**config.mk**
```make
export PLATFORM = sky130hd
export DESIGN_NAME = keypad_scanner
export DESIGN_NICKNAME = d
export VERILOG_FILES = /design/src/rtl/keypad_scanner.sv
export SDC_FILE = /design/constraint.sdc
export NUM_CORES = 1
export LEC_CHECK = 0
export ABC_AREA = 1
export BUFFER_PORTS_ARGS = -buffer_cell sky130_fd_sc_hd__buf_2
export CORE_ASPECT_RATIO = 0.5
export CORE_MARGIN = 3
export CORE_UTILIZATION = 45
export CTS_CLUSTER_DIAMETER = 150
export DETAILED_ROUTE_END_ITERATION = 16
export HOLD_SLACK_MARGIN = 0.12
export PLACE_DENSITY = 0.73
export SLEW_MARGIN = 20
export SYNTH_ARGS = -nofsm -noshare
export SYNTH_HDL_FRONTEND = slang
export SYNTH_SLANG_ARGS = --single-unit
```
**constraint.sdc**
```tcl
create_clock -name clk -period 1.8 [get_ports clk]
set_input_delay 0 -clock clk [delete_from_list [all_inputs] [get_ports clk]]
set_output_delay 0 -clock clk [all_outputs]
set_load 0.005 [all_outputs]
```
**src/rtl/keypad_scanner.sv**
```systemverilog
// Scan controller for a 4x4 active-low matrix keypad: walks the rows, debounces a
// closed key, emits one registered key code with a one-cycle strobe, then waits for release.
module keypad_scanner #(
    parameter int SCAN_CYCLES = 1000,
    parameter int DB_CYCLES   = 1000000
) (
    input  logic       clk,
    input  logic       rst_ext,
    input  logic [3:0] col_in,
    output logic [3:0] row_out,
    output logic [3:0] key_code,
    output logic       key_valid,
    output logic       key_held
);
    localparam int MAX_CYCLES = (SCAN_CYCLES > DB_CYCLES) ? SCAN_CYCLES : DB_CYCLES;
    localparam int CW = $clog2(MAX_CYCLES + 1);
    localparam logic [CW-1:0] SCAN_LAST = CW'(SCAN_CYCLES - 1);
    localparam logic [CW-1:0] DB_LAST   = CW'(DB_CYCLES - 1);

    typedef enum logic [1:0] {
        SCAN,
        DEBOUNCE,
        ACCEPT,
        RELEASE
    } state_t;

    state_t        state_q, state_d;
    logic [3:0]    col_meta_q, col_s_q;
    logic [CW-1:0] cnt_q, cnt_d;
    logic [1:0]    r_q, r_d;
    logic [1:0]    c_q, c_d;
    logic [3:0]    row_out_q, row_out_d;
    logic [3:0]    key_code_q, key_code_d;
    logic          key_valid_q, key_valid_d;
    logic          key_held_q, key_held_d;
    logic          any_low;
    logic [1:0]    low_idx;

    // State register, synchronizer and all datapath flops
    always_ff @(posedge clk) begin
        if (rst_ext) begin
            state_q     <= SCAN;
            col_meta_q  <= 4'hF;
            col_s_q     <= 4'hF;
            cnt_q       <= '0;
            r_q         <= 2'd0;
            c_q         <= 2'd0;
            row_out_q   <= 4'b1110;
            key_code_q  <= 4'h0;
            key_valid_q <= 1'b0;
            key_held_q  <= 1'b0;
        end else begin
            state_q     <= state_d;
            col_meta_q  <= col_in;
            col_s_q     <= col_meta_q;
            cnt_q       <= cnt_d;
            r_q         <= r_d;
            c_q         <= c_d;
            row_out_q   <= row_out_d;
            key_code_q  <= key_code_d;
            key_valid_q <= key_valid_d;
            key_held_q  <= key_held_d;
        end
    end

    always_comb begin
        any_low = (col_s_q != 4'hF);
        if (!col_s_q[0])      low_idx = 2'd0;
        else if (!col_s_q[1]) low_idx = 2'd1;
        else if (!col_s_q[2]) low_idx = 2'd2;
        else                  low_idx = 2'd3;
    end

    always_comb begin
        state_d = state_q;
        case (state_q)
            SCAN:     if (cnt_q == SCAN_LAST && any_low) state_d = DEBOUNCE;
            DEBOUNCE: begin
                if (col_s_q[c_q])          state_d = SCAN;
                else if (cnt_q == DB_LAST) state_d = ACCEPT;
            end
            ACCEPT:   state_d = RELEASE;
            RELEASE:  if (!any_low && cnt_q == DB_LAST) state_d = SCAN;
            default:  state_d = SCAN;
        endcase
    end

    // Outputs are loaded on the transition into ACCEPT so the strobe is visible during ACCEPT
    always_comb begin
        cnt_d       = cnt_q;
        r_d         = r_q;
        c_d         = c_q;
        key_code_d  = key_code_q;
        key_valid_d = 1'b0;
        key_held_d  = key_held_q;
        case (state_q)
            SCAN: begin
                if (cnt_q == SCAN_LAST) begin
                    cnt_d = '0;
                    if (any_low) c_d = low_idx;
                    else         r_d = r_q + 2'd1;
                end else begin
                    cnt_d = cnt_q + CW'(1);
                end
            end
            DEBOUNCE: begin
                if (col_s_q[c_q]) begin
                    cnt_d = '0;
                    r_d   = r_q + 2'd1;
                end else if (cnt_q == DB_LAST) begin
                    cnt_d       = '0;
                    key_code_d  = {r_q, c_q};
                    key_valid_d = 1'b1;
                    key_held_d  = 1'b1;
                end else begin
                    cnt_d = cnt_q + CW'(1);
                end
            end
            ACCEPT: cnt_d = '0;
            RELEASE: begin
                if (any_low) begin
                    cnt_d = '0;
                end else if (cnt_q == DB_LAST) begin
                    cnt_d      = '0;
                    key_held_d = 1'b0;
                    r_d        = 2'd0;
                end else begin
                    cnt_d = cnt_q + CW'(1);
                end
            end
            default: cnt_d = '0;
        endcase
        row_out_d = ~(4'b0001 << r_d);
    end

    assign row_out   = row_out_q;
    assign key_code  = key_code_q;
    assign key_valid = key_valid_q;
    assign key_held  = key_held_q;
endmodule

```
# --- After elaboration in Yosys (flattened, before gate mapping) ---
# Cells that the tools add are included.
totals:
  register_bits: 44
  output_inout_bits: 10
  wordCells: 67
op_classes:
  add_sub_neg: 2
  order_cmp: 1
  n_eq_ne: 13
  shifts: 1
  muxes: 27
  bitwise: 3
  reduce_logical: 10
ops:
  columns: ["cell", "count"]
  rows:
  - ["20-bit 2-to-1 mux", 4]
  - ["20-bit one-hot mux with 4 select lines", 1]
  - ["2-bit 2-to-1 mux", 11]
  - ["20-bit by 1-bit adder with 20-bit output, second input constant", 1]
  - ["20-bit by 10-bit equality test with 1-bit output, second input constant", 1]
  - ["20-bit equality test, second input constant", 1]
  - ["2-bit inequality test, second input constant", 6]
  - ["3-bit AND reduction", 3]
  - ["2-bit one-hot mux with 4 select lines", 1]
  - ["1-bit 2-to-1 mux", 7]
  - ["2-bit one-hot mux with 3 select lines", 1]
  - ["5-bit AND reduction", 1]
  - ["2-bit equality test, second input constant", 2]
  - ["4-bit inequality test, second input constant", 1]
  - ["4-bit inverter", 1]
  - ["1-bit by 2-bit << shifter with 4-bit output, first input constant", 1]
  - ["2-bit by 3-bit less-than comparator with 1-bit output, second input constant", 1]
  - ["3-bit inequality test, second input constant", 1]
  - ["3-bit OR reduction", 1]
  - ["2-bit by 1-bit adder with 2-bit output, second input constant", 1]
  - ["1-bit binary-select mux with 2-bit select", 1]
  - ["2-bit by 1-bit equality test with 1-bit output, second input constant", 1]
  - ["1-bit logical AND", 2]
  - ["2-bit zero test", 1]
  - ["4 further kinds", 5]

# --- Longest topological paths before layout ---
logic_depth:
  word_depth: 6
  mapped_depth: 11

# --- Worst setup path after synthesis ---
# Ideal clock, no wire load.
synth_path:
  path_kind: "register to register"
  from: "register cnt_q[0]"
  to: "register cnt_q[18]"
  setup_ns: 0.118
  arrival_ns: 1.439
  t_required_ns: 1.682
  setup_slack_ns: 0.243
  stages_incl_launch_ff: 9
  path_buffers: 0
  synth_period_minus_slack_ns: 1.557
  cell_sequence: "dfxtp_1 ha_1 nand2_1 nor2_4 nand4_1 nor3_1 nand3_1 xor2_1 nor2_1"
synth_via:
  elab_chain_cells: 4
synth_rtl:
  columns: ["item", "line_no", "rtl"]
  rows:
  - ["from (decl)", "29", "logic [CW-1:0] cnt_q, cnt_d;"]
  - ["from (signal assigned)", "56", "cnt_q <= cnt_d;"]
  - ["20-bit by 1-bit adder with 20-bit output / 20-bit equality test (equally long branches)", null, null]
  - ["20-bit 2-to-1 mux", "110, 123", null]
  - ["20-bit 2-to-1 mux, on equally long branches", "121, 107", null]
  - ["20-bit one-hot mux with 4 select lines (*)", "96", "case (state_q)"]
# Mark *: on every way between the ends. The rest lies on a longest branch, timed or not.
# A chain may end at the register's enable or synchronous reset.

# --- Worst setup path after layout ---
layout_path:
  from: "register cnt_q[0]"
  to: "register cnt_q[16]"
# The elaborated chain is that of the path after synthesis.

==> qor.csv <==
metric,value,unit
status,completed,
setup-violations-final,0,
portBuffers,15,
cp_num_cells,8,
fill_cells,438,
num_rows,17,
drt.antenna.violating_nets,0,
htreeDepth,2,
worstSetupPathType,reg2reg,
grt.total_usage,0.177,
syn-num-nets,325,
synth_area_leaders,"dfxtp_1 (41%), nand2_1 (13%), nor2_1 (8.7%), inv_1 (8.3%), nand3_1 (6.7%)",
cts_buffers,5,
ys.flop_type,dfxtp_1,
ir_drop,0.000527,V
crit_path_top_delay_cell,dfxtp_2,
period_share,0.960,
fin_cells,422,
cp-start-kind,flip-flop,
grt_max_degree,18,
ys_types,25,
grt_pass1_wl,7.89,mm
grt_pass1_vias,1790,
finalMaxSlewViolations,0,
postPlaceCellArea,2350,um2
reg2regPathDepth,8,
wl_per_cell,11.6,um
critPathArrivalTime,1960,ps
syn-cell-area,2160,um2
crit_chain,ha_2 > nand2_1 > nor2_4 > nand4_1 > nor3_2 > nand2_1 > xor2_1 > nor2_1,
drt_wl_total,4.88,mm
synth_top_area_cell,dfxtp_1,
fin_util,0.580,
async_reset_ff_frac,0,
synth-seq-cells,44,
io_pins,16,
cpLargestDelayFamily,simple AND/OR/NAND/NOR gates,
dp.final_hpwl,3.61,mm
syn_inst,318,
gp_congestion,0.904,
multi_input_area,1120,um2
drive_gt1_frac,0.166,
fmax,579,MHz
required,2030,ps
drv_cap,0,
antenna_found_initial,0,
coreArea,4510,um2
hold_path_depth,1,
numClockSinks,44,
grt-ovfl-total,0,
ys_warn_count,0,
cts_root_buffer,clkbuf_8,
p_per_area,704,nW/um2
synth_top_area_share,0.408,
die-area,5720,um2
cts_tree,built,
synth_edf_count,0,
layout_min_cycle_time,1730,ps
cp_max_fo,6,
avgSynthCellArea,6.80,um2
finalInstanceArea,2620,um2
hold_viol,0,
min_path_type,reg2reg,
diodes,0,
clk-insertion-delay-late,300,ps
drtIter0Drc,82,
finalPower,1840,uW
dp_cells,402,
fin_nets,362,
dieWidth,104,um
cts_max_path_buffers,2,
area_growth_syn_to_layout,21.1,%
r2r_setup_slack,70,ps
yosysMostFrequentCell,nand2_1,
worst_slew_pin_slew,423,ps
viasPerCell,4.85,
slew_headroom,0.717,
p_leak,0.00121,uW
first_pass_iters,4,
fin_skew,7.14,ps
drc,0,
start_util,0.479,
die_y,55,um
synthTopCellsByCount,"nand2_1 (74), nor2_1 (50), inv_1 (48)",
end_kind,flip-flop,
cts.clk_slew.worst_paths,90,ps
regArea,882,um2
cpMostUsedCell,nand2_1,
yosysSeqAreaShare,0.408,
critPathMaxStageDelay,340,ps
num_vias,2047,
critPathBufInv,0,
-- flip-flops by register name (all words and copies together) (netlist names), named ones only --
signal,count
state_q,1
key_code,4
row_out,4
col_meta_q,4
r_q,2
key_valid,1
c_q,2
key_held,1
col_s_q,4
cnt_q,20
-- metal layers --
layer | part of all wire | vias to the layer above | track usage
met1 | 0.49 | 927 | 0.215
met5 | 0 | - | 0
met3 | 0.039 | 8 | 0.0429
met4 | 0.015 | 0 | 0.0728
li1 | - | 1068 | -
met2 | 0.46 | 44 | 0.314
-- power breakdown --
group	switching, uW	internal (uW)	total, uW
Combinational	39.6	36.5	76.2
Clock	354	418	772
Sequential	7.66	987	995
Total	401	1440	1840
-- final timing paths --
| check | startpoint | end |
|---|---|---|
| worst max-delay path | cnt_q[0] | cnt_q[16] |
| worst min-delay path | col_meta_q[0] | col_s_q[0] |
| worst max register to register | cnt_q[0] | cnt_q[16] |
| worst min register to register | col_meta_q[0] | col_s_q[0] |
-- per-stage QoR --
| step | setup slack, ps | setup TNS [ps] | hold slack (ps) |
|---|---|---|---|
| 6_report | 72.5 | 0 | 415 |
| 2_1_floorplan | 243 | 0 | 91.9 |
| 5_1_grt | -45.4 | -201 | 429 |
| 3_3_place_gp | 103 | 0 | 182 |
| 3_5_place_dp | -35.7 | -103 | 185 |
| 4_1_cts | 0.497 | 0 | 416 |
-- cell families (layout without fill, tap and decap cells) --
kind of cell | after synthesis | count (layout) | share of synthesized area
compound gates | 23 | 23 | 0.0579
xor+xnor | 14 | 14 | 0.0567
fa+ha+maj | 1 | 1 | 0.00579
buf+inv | 52 | 90 | 0.0938
flops | 44 | 44 | 0.408
simple gates | 184 | 184 | 0.378
-- final cells by class --
cell class | instances | area share
multi-input combinational | 222 | 0.426
sequential | 44 | 0.337
timing repair buffer | 34 | 0.0918
inverter | 48 | 0.0688
tap | 66 | 0.0315
clock buffer | 5 | 0.0263
clock inverter | 3 | 0.0182
-- placed cells by master (no fill, tap or decap), types with 7 or more instances in the layout --
master         Yosys  layout
buf_2              0      15
o21ai_0           12      12
dfxtp_1           44      43
inv_1             48      47
nor2_1            50      47
xor2_1            13      13
nand4_1            7       7
nand3_1           29      27
or2_2              8       8
dlygate4sd3_1      0       9
nand2_1           74      74
a21oi_1            8       7
buf_4              0      10
-- what timing repair did --
item                                    CTS  global route
endpoints found under the hold margin    12             0
buffers inserted                          0             3
pin swaps                                 0             5
endpoints found under the setup margin    3            26
hold buffers                              9             0
resized for setup                         1            11
(Power assumes the default switching activity.)
